--- src/rtl/cpu_pkg.sv ---
// Shared types for the accumulator CPU:
// opcode and control-state encodings.
package cpu_pkg;

  localparam int AW = 6;
  localparam int DW = 8;

  typedef enum logic [3:0] {
    OP_NOP  = 4'h0,
    OP_LDI  = 4'h1,
    OP_LDA  = 4'h2,
    OP_STA  = 4'h3,
    OP_ADD  = 4'h4,
    OP_SUB  = 4'h5,
    OP_AND  = 4'h6,
    OP_OR   = 4'h7,
    OP_XOR  = 4'h8,
    OP_JMP  = 4'h9,
    OP_JZ   = 4'hA,
    OP_JNZ  = 4'hB,
    OP_ADDI = 4'hC,
    OP_HLT  = 4'hF
  } opcode_t;

  typedef enum logic [2:0] {
    S_FETCH,
    S_OPWAIT,
    S_ARG,
    S_ARGWAIT,
    S_EXEC,
    S_MEMWAIT,
    S_HALT
  } state_t;

endpackage

--- src/rtl/cpu_alu.sv ---
// Accumulator ALU: combines ACC with an
// immediate or memory operand, modulo 256.
module cpu_alu
  import cpu_pkg::*;
(
  input  opcode_t         op,
  input  logic [DW-1:0]   a,
  input  logic [DW-1:0]   b,
  output logic [DW-1:0]   result,
  output logic            zero
);

  always_comb begin
    result = a;
    unique case (op)
      OP_LDI,
      OP_LDA:  result = b;
      OP_ADD,
      OP_ADDI: result = a + b;
      OP_SUB:  result = a - b;
      OP_AND:  result = a & b;
      OP_OR:   result = a | b;
      OP_XOR:  result = a ^ b;
      default: result = a;
    endcase
  end

  assign zero = (result == '0);

endmodule

--- src/rtl/cpu.sv ---
// Two-byte-instruction accumulator CPU on a
// registered single-port 64x8 memory bus.
module cpu
  import cpu_pkg::*;
(
  input  logic          clk,
  input  logic          reset,
  output logic          rw,
  output logic [AW-1:0] addr,
  input  logic [DW-1:0] data_in,
  output logic [DW-1:0] data_out
);

  state_t        state;
  opcode_t       ir;
  logic [DW-1:0] acc;
  logic [DW-1:0] opr;
  logic [AW-1:0] pc;
  logic          z;

  logic [DW-1:0] alu_b;
  logic [DW-1:0] alu_y;
  logic          alu_z;
  logic          is_rd;
  logic          is_st;

  assign is_rd = ir inside {OP_LDA, OP_ADD,
                            OP_SUB, OP_AND,
                            OP_OR, OP_XOR};
  assign is_st = (ir == OP_STA);

  // Memory operand only arrives in MEMWAIT
  assign alu_b = (state == S_MEMWAIT)
               ? data_in : opr;

  cpu_alu u_alu (
    .op     (ir),
    .a      (acc),
    .b      (alu_b),
    .result (alu_y),
    .zero   (alu_z)
  );

  always_ff @(posedge clk or posedge reset) begin
    if (reset) begin
      state <= S_FETCH;
      ir    <= OP_NOP;
      acc   <= '0;
      opr   <= '0;
      pc    <= '0;
      z     <= 1'b0;
    end else begin
      unique case (state)
        S_FETCH: state <= S_OPWAIT;
        S_OPWAIT: begin
          ir    <= opcode_t'(data_in[3:0]);
          pc    <= pc + 6'd1;
          state <= S_ARG;
        end
        S_ARG: state <= S_ARGWAIT;
        S_ARGWAIT: begin
          opr   <= data_in;
          pc    <= pc + 6'd1;
          state <= S_EXEC;
        end
        S_EXEC: begin
          state <= S_FETCH;
          if (ir == OP_LDI || ir == OP_ADDI) begin
            acc <= alu_y;
            z   <= alu_z;
          end
          if (ir == OP_JMP ||
              (ir == OP_JZ && z) ||
              (ir == OP_JNZ && !z))
            pc <= opr[AW-1:0];
          if (is_rd)
            state <= S_MEMWAIT;
          if (ir == OP_HLT)
            state <= S_HALT;
        end
        S_MEMWAIT: begin
          acc   <= alu_y;
          z     <= alu_z;
          state <= S_FETCH;
        end
        S_HALT: state <= S_HALT;
        default: state <= S_FETCH;
      endcase
    end
  end

  always_comb begin
    rw   = 1'b1;
    addr = pc;
    if (state == S_EXEC && (is_rd || is_st))
      addr = opr[AW-1:0];
    if (state == S_EXEC && is_st)
      rw = 1'b0;
  end

  assign data_out = acc;

endmodule

--- config.mk ---
export PLATFORM = sky130hd
export DESIGN_NAME = cpu
export DESIGN_NICKNAME = d
export VERILOG_FILES = /design/src/rtl/cpu_pkg.sv /design/src/rtl/cpu_alu.sv /design/src/rtl/cpu.sv
export SDC_FILE = /design/constraint.sdc
export NUM_CORES = 1
export LEC_CHECK = 0
export BUFFER_PORTS_ARGS = -buffer_cell sky130_fd_sc_hd__buf_2
export CORE_AREA = 2 2 54 93
export CTS_CLUSTER_DIAMETER = 60
export CTS_CLUSTER_SIZE = 16
export DETAILED_ROUTE_END_ITERATION = 12
export DIE_AREA = 0 0 56 95
export PLACE_DENSITY_LB_ADDON = 0.2
export SLEW_MARGIN = 40
export SYNTH_ARGS = -nofsm -noshare
export SYNTH_HDL_FRONTEND = slang
export SYNTH_SLANG_ARGS = --single-unit
--- constraint.sdc ---
create_clock -name clk -period 4.7 [get_ports clk]
set_input_delay 0 -clock clk [delete_from_list [all_inputs] [get_ports clk]]
set_output_delay 0 -clock clk [all_outputs]
set_load 0.05 [all_outputs]
---- Word level (Yosys, flattened, before mapping) ----
Cells that the tools add are included.
word-level totals
  logic and storage cells ................. 65
  flip-flop bits (word level) ............. 30
  input port bits ......................... 10
  output and inout bits ................... 15
operators by class
  eq/ne operators ......................... 21
  mux-type cells .......................... 13
  bitwise gates (word level) .............. 3
  reductions and logical operators ........ 19
  add/sub/neg operators ................... 3
operators with widths
  operator                                                          number
  8-bit one-hot mux with 6 select lines                             1
  4-bit == test (second input constant)                             6
  3-bit one-hot mux with 6 select lines                             1
  4-bit by 3-bit == test with 1-bit output (second input constant)  4
  8-bit 2-to-1 mux                                                  2
  8-bit one-hot mux with 2 select lines                             1
  6-bit 2-to-1 mux                                                  2
  6-bit one-hot mux with 2 select lines                             1
  3-bit == test (second input constant)                             3
  8-bit adder                                                       1
  8-bit bitwise AND                                                 1
  4-bit by 2-bit == test with 1-bit output (second input constant)  2
  8-bit zero test                                                   1
  8-bit bitwise OR                                                  1
  8-bit subtractor                                                  1
  8-bit bitwise XOR                                                 1
  6-bit by 1-bit adder with 6-bit output (second input constant)    1
  3-bit by 2-bit == test with 1-bit output (second input constant)  2
  3-bit 2-to-1 mux                                                  2
  6-bit nonzero test                                                1
  2-bit OR reduction                                                3
  4-bit by 1-bit == test with 1-bit output (second input constant)  1
  1-bit logical AND                                                 4
  1-bit logical OR                                                  4
  8 further kinds                                                   12

---- Logic depth before layout (Yosys ltp) ----
  depth after elaboration ................. 7
  mapped depth ............................ 16
  gate-level depth less buffers ........... 14

---- Hierarchy ----
Synthesis repeated with hierarchy kept, for this count alone.
second synthesis, totals
  cell total of the unflattened synthesis .. 286
  area total of the unflattened synthesis .. 2680.1 um^2
modules (own cells, without submodules)
  module   area each (um^2)  cells an instance  seq. area each (um^2)  instances
  cpu      1554.0            128                750.7                  1
  cpu_alu  1126.1            158                0.0                    1

---- Worst setup path after synthesis ----
OpenSTA, ideal clock, no wires.
  path type ............................... register to register
  start point ............................. register state[1]
  end point ............................... register z
  buffers on the path ..................... 2
  clock period less this slack ............ 3.200 ns
  path slack .............................. 1.500 ns
  arrival time ............................ 3.117 ns
  library setup time ...................... 0.083 ns
  cell stages (with the launch flop) ...... 17
  data required time ...................... 4.617 ns
  cell sequence ........................... dfrtp_1 > buf_6 > nand3b_4 > buf_6 > mux2i_1 > nand2_1 > nand2_1 > o21ai_0 > xnor2_1 > ha_1 > o21a_1 > o31a_1 > a211oi_1 > a2111oi_2 > o211ai_1 > or4_1 > o22ai_1
on the way
  cells in the longest elaborated chain, start to end .. 7
  elaborated cells between the ends (all ways) .. 15
  those cells by class .................... add/sub: 2; eq/ne: 3; mux: 4; bitwise: 3; reduce/logical: 3
ends and longest elaborated chain
  what                                      RTL line              RTL
  start: declaration                        cpu.sv:14             state_t state;
  start signal: assignment                  cpu.sv:46             state <= S_FETCH;
  start signal: assignment                  cpu.sv:54             S_FETCH: state <= S_OPWAIT;
  start signal: assignment                  cpu.sv:58             state <= S_ARG;
  3-bit == test                             cpu.sv:33, cpu.sv:53
  8-bit 2-to-1 mux                          cpu.sv:34             ? data_in : opr;
  8-bit subtractor (tied with other cells)  cpu_alu.sv:20         OP_SUB: result = a - b;
  8-bit one-hot mux with 6 select lines     cpu_alu.sv:15         unique case (op)
  8-bit zero test                           cpu_alu.sv:28         assign zero = (result == '0);
  1-bit 2-to-1 mux                          cpu.sv:68             if (ir == OP_LDI || ir == OP_ADDI) begin
  1-bit one-hot mux with 2 select lines     cpu.sv:53             unique case (state)
  end signal: assignment                    cpu.sv:70             z <= alu_z;
  end signal: assignment                    cpu.sv:83             z <= alu_z;
  end: declaration                          cpu.sv:19             logic z;
Parallel ways exist; a longest one is shown, timed or not. The select of a mux whose other input is x is not followed.
A chain may end at the register's enable or synchronous reset.

---- Final worst setup path ----
  start point ............................. register ir[2]
  end point ............................... register z
on the way
  cells in the longest elaborated chain, start to end .. 6
  elaborated cells between the ends (all ways) .. 17
  those cells by class .................... eq/ne: 9; mux: 3; reduce/logical: 5
ends and longest elaborated chain
  what                                                              RTL line       RTL
  start: declaration                                                cpu.sv:15      opcode_t ir;
  start signal: assignment                                          cpu.sv:56      ir <= opcode_t'(data_in[3:0]);
  4-bit by 3-bit == test with 1-bit output (tied with other cells)  cpu_alu.sv:15
  2-bit OR reduction                                                cpu_alu.sv:15
  8-bit one-hot mux with 6 select lines                             cpu_alu.sv:15
  8-bit zero test                                                   cpu_alu.sv:28
  1-bit 2-to-1 mux                                                  cpu.sv:68
  1-bit one-hot mux with 2 select lines                             cpu.sv:53
Parallel ways exist; a longest one is shown, timed or not. The select of a mux whose other input is x is not followed.

==> results.sh <==
export IMPL_synth_top_family_by_area="compound AO/OA/AOI/OAI gates"
export IMPL_synth_mux_area_share_pct=13.9
export IMPL_cp_required_ns=4.91
export IMPL_area_growth_pct=8.39
export IMPL_yosysSeqAreaShare_pct=26.6
export IMPL_antenna_found_initial=0
export IMPL_cp_arrival_ns=3.94
export IMPL_gp_congestion=0.914
export IMPL_grt_ovfl_total=0
export IMPL_drive_above_1_share_pct=20.2
export IMPL_drt_first_iter_violations=93
export IMPL_grt_max_degree=31
export IMPL_pre_cts_ws_ns=1.06
export IMPL_multiInputGateArea_mm2=0.00187
export IMPL_cpMaxStageDelayCell="dfrtp_1"
export IMPL_start_kind="flip-flop"
export IMPL_status="complete, no violations"
export IMPL_num_rows=33
export IMPL_critPathKind="reg -> reg"
export IMPL_cpPeakStageDelay_ns=0.72
export IMPL_finClkSkew_ns=0.00307
export IMPL_start_util_pct=61.0
export IMPL_synth_edf_count=0
export IMPL_diodes=0
export IMPL_drc=0
export IMPL_min_delay_start="data_in[5]"
export IMPL_die_h_um=95
export IMPL_dr_pass1_iters=4
export IMPL_grt_pass1_wl_mm=11.3
export IMPL_vias=2386
export IMPL_wirelength_mm=6.60
export IMPL_ios=25
export IMPL_max_freq_ghz=0.268
export IMPL_ant_nets=0
export IMPL_final_cell_mix="31 x nor2_1, 30 x dfrtp_1, 24 x inv_1, 24 x nand2_1, 24 x buf_2"
export IMPL_hold_viol=0
export IMPL_postCtsResizedCells=0
export IMPL_post_route_period_util_pct=79.3
export IMPL_path_clk_slew_ns=0.07
export IMPL_wire_per_inst_um=16.7
export IMPL_grt_setup_unrepaired="false"
export IMPL_grt_pass1_vias=2451
export IMPL_drv_cap=0
export IMPL_grt_usage_pct=27.0
export IMPL_maxSlewViolCount=0
export IMPL_core_mm2=0.00462
export IMPL_period_needed_ns=3.73
export IMPL_clkLatencyLatePin_ns=0.29
export IMPL_syn_inst=320
export IMPL_hp_class="in -> reg"
export IMPL_path_buf_inv=0
export IMPL_synth_simple_area_share_pct=18.6
export IMPL_worstPathMaxFanout=17
export IMPL_finalSetupViolCount=0
export IMPL_final_common_cell="nor2_1"
export IMPL_worst_pin_slew_ns=0.633
export IMPL_fp_dieArea_mm2=0.00532
export IMPL_portBuffers=24
export IMPL_cts_tree="yes"
export IMPL_synth_compound_area_share_pct=20.1
export IMPL_synthArstFlopShare_pct=100
export IMPL_htreeDepth=2
export IMPL_vias_per_cell=6.06
export IMPL_syn_cell_area_mm2=0.00282
export IMPL_clockRootBuffer="clkbuf_8"
export IMPL_fin_ws_ns=0.971
export IMPL_crit_family="simple AND/OR/NAND/NOR gates"
export IMPL_nFillCells=402
export IMPL_synthAdderAreaFrac_pct=10.0
export IMPL_endpoint_kind="flip-flop"
export IMPL_synth_warnings=0
export IMPL_yosys_most_used_dff="dfrtp_1"
export IMPL_startpoint="ir[2]"
export IMPL_cts_made_buffers=5
export IMPL_dpl_hpwl_mm=4.93
export IMPL_synthDistinctLibCells=53
export IMPL_register_area_um2=751
export IMPL_cts_sinks=30
export IMPL_crit_reg2reg_launch="ir[2]"
export IMPL_nets=374
export IMPL_clock_path_buffers=2
export IMPL_syn_area_per_cell_um2=8.81
export IMPL_slew_headroom_pct=57.8
export IMPL_die_w_um=56
export IMPL_worstPathCellList="nor2b_1 > nand2_1 > a221oi_2 > a21oi_1 > xnor2_1 > ha_1 > nor2b_1 > a21oi_1 > nor2_1 > a2111oi_2 > o21ai_1 > or4_1 > o22ai_1"
export IMPL_finalSetupTns_ns=0
export IMPL_synth_seq_cells=30
export IMPL_synthesis_nets=352
export IMPL_synth_xor_area_share_pct=3.42
## kinds of logic (layout without fill, tap and decap cells)
family | count (synthesis) | in the layout
adders and majority gates | 22 | 22
and+or+nand+nor | 103 | 103
muxes | 33 | 33
buffers and inverters | 41 | 63
AOI/OAI and AO/OA | 80 | 80
DFF | 30 | 30
xor gates and xnor gates | 11 | 11
## state kept, by name (all words and copies together), names as in the netlist
name      cells
opr           8
data_out      8
state         3
pc            6
ir            4
z             1
## through the flow
stage	cell area, um2	cells	utilization [%]	hold slack, ns
after CTS	3060	394	66.1	0.00822
final	3060	394	66.1	0.00742
after global placement	2900	381	62.8	0.0994
after floorplan	2820	320	-	0.0908
after global routing	3060	394	66.1	0.00590
after detailed placement	2910	381	63.0	0.120
## cells in the mapped netlist (3+ instances only)
cell type  count  area share, %
nor2b_1       12            2.7
ha_1          21            9.3
a21oi_1       20            3.6
inv_1         24            3.2
o22ai_1        5            1.1
a31oi_1        3           0.67
dfrtp_1       30             27
o211ai_1       3           0.80
or3_1          3           0.67
nand3b_1       3           0.80
nor3_1         5           0.89
o21a_1         4            1.1
buf_6          6            2.4
mux2_2        20            8.0
xnor2_1       11            3.4
nand2_1       24            3.2
a22oi_1        4            1.1
o21ai_0       17            3.0
nand3_1        9            1.6
mux2i_4        3            2.4
nor2_1        31            4.1
and2_1         3           0.67
buf_2          6            1.1
clkbuf_1       5           0.67
mux2i_1       10            3.6
## final cells by class
| class | instances | share of cell area, % |
|---|---|---|
| Sequential cell | 30 | 24.6 |
| Inverter | 24 | 2.95 |
| Clock inverter | 2 | 0.491 |
| Tap cell | 52 | 2.13 |
| Multi-Input combinational cell | 249 | 61.2 |
| Timing Repair Buffer | 32 | 6.39 |
| Clock buffer | 5 | 2.25 |
## worst paths after layout
path,endpoint,slack [ns],cells past startpoint
max,z,0.97,13
min,opr[5],0.007,2
max reg2reg,z,0.97,13
min reg2reg,opr[7],0.51,1
max in group asynchronous,ir[0],4.06,4
min in group asynchronous,opr[5],0.35,4
## timing repair
item                      in CTS  in global routing
hold buffers                   6                  0
buffers inserted               0                  0
hold endpoints to repair      38                  0
## layer usage
metal / vias up / global-route usage (%) / routed length (um)
li1: 1181 / - / -
met1: 1128 / 30.1 / 2640
met2: 63 / 50.4 / 3560
met3: 14 / 3.29 / 227
met4: 0 / 11.9 / 167
met5: - / 0 / 0
Power is left out: the tool's default activity adds up to more than one toggle a clock period on the data nets, which glitch-free logic cannot reach.
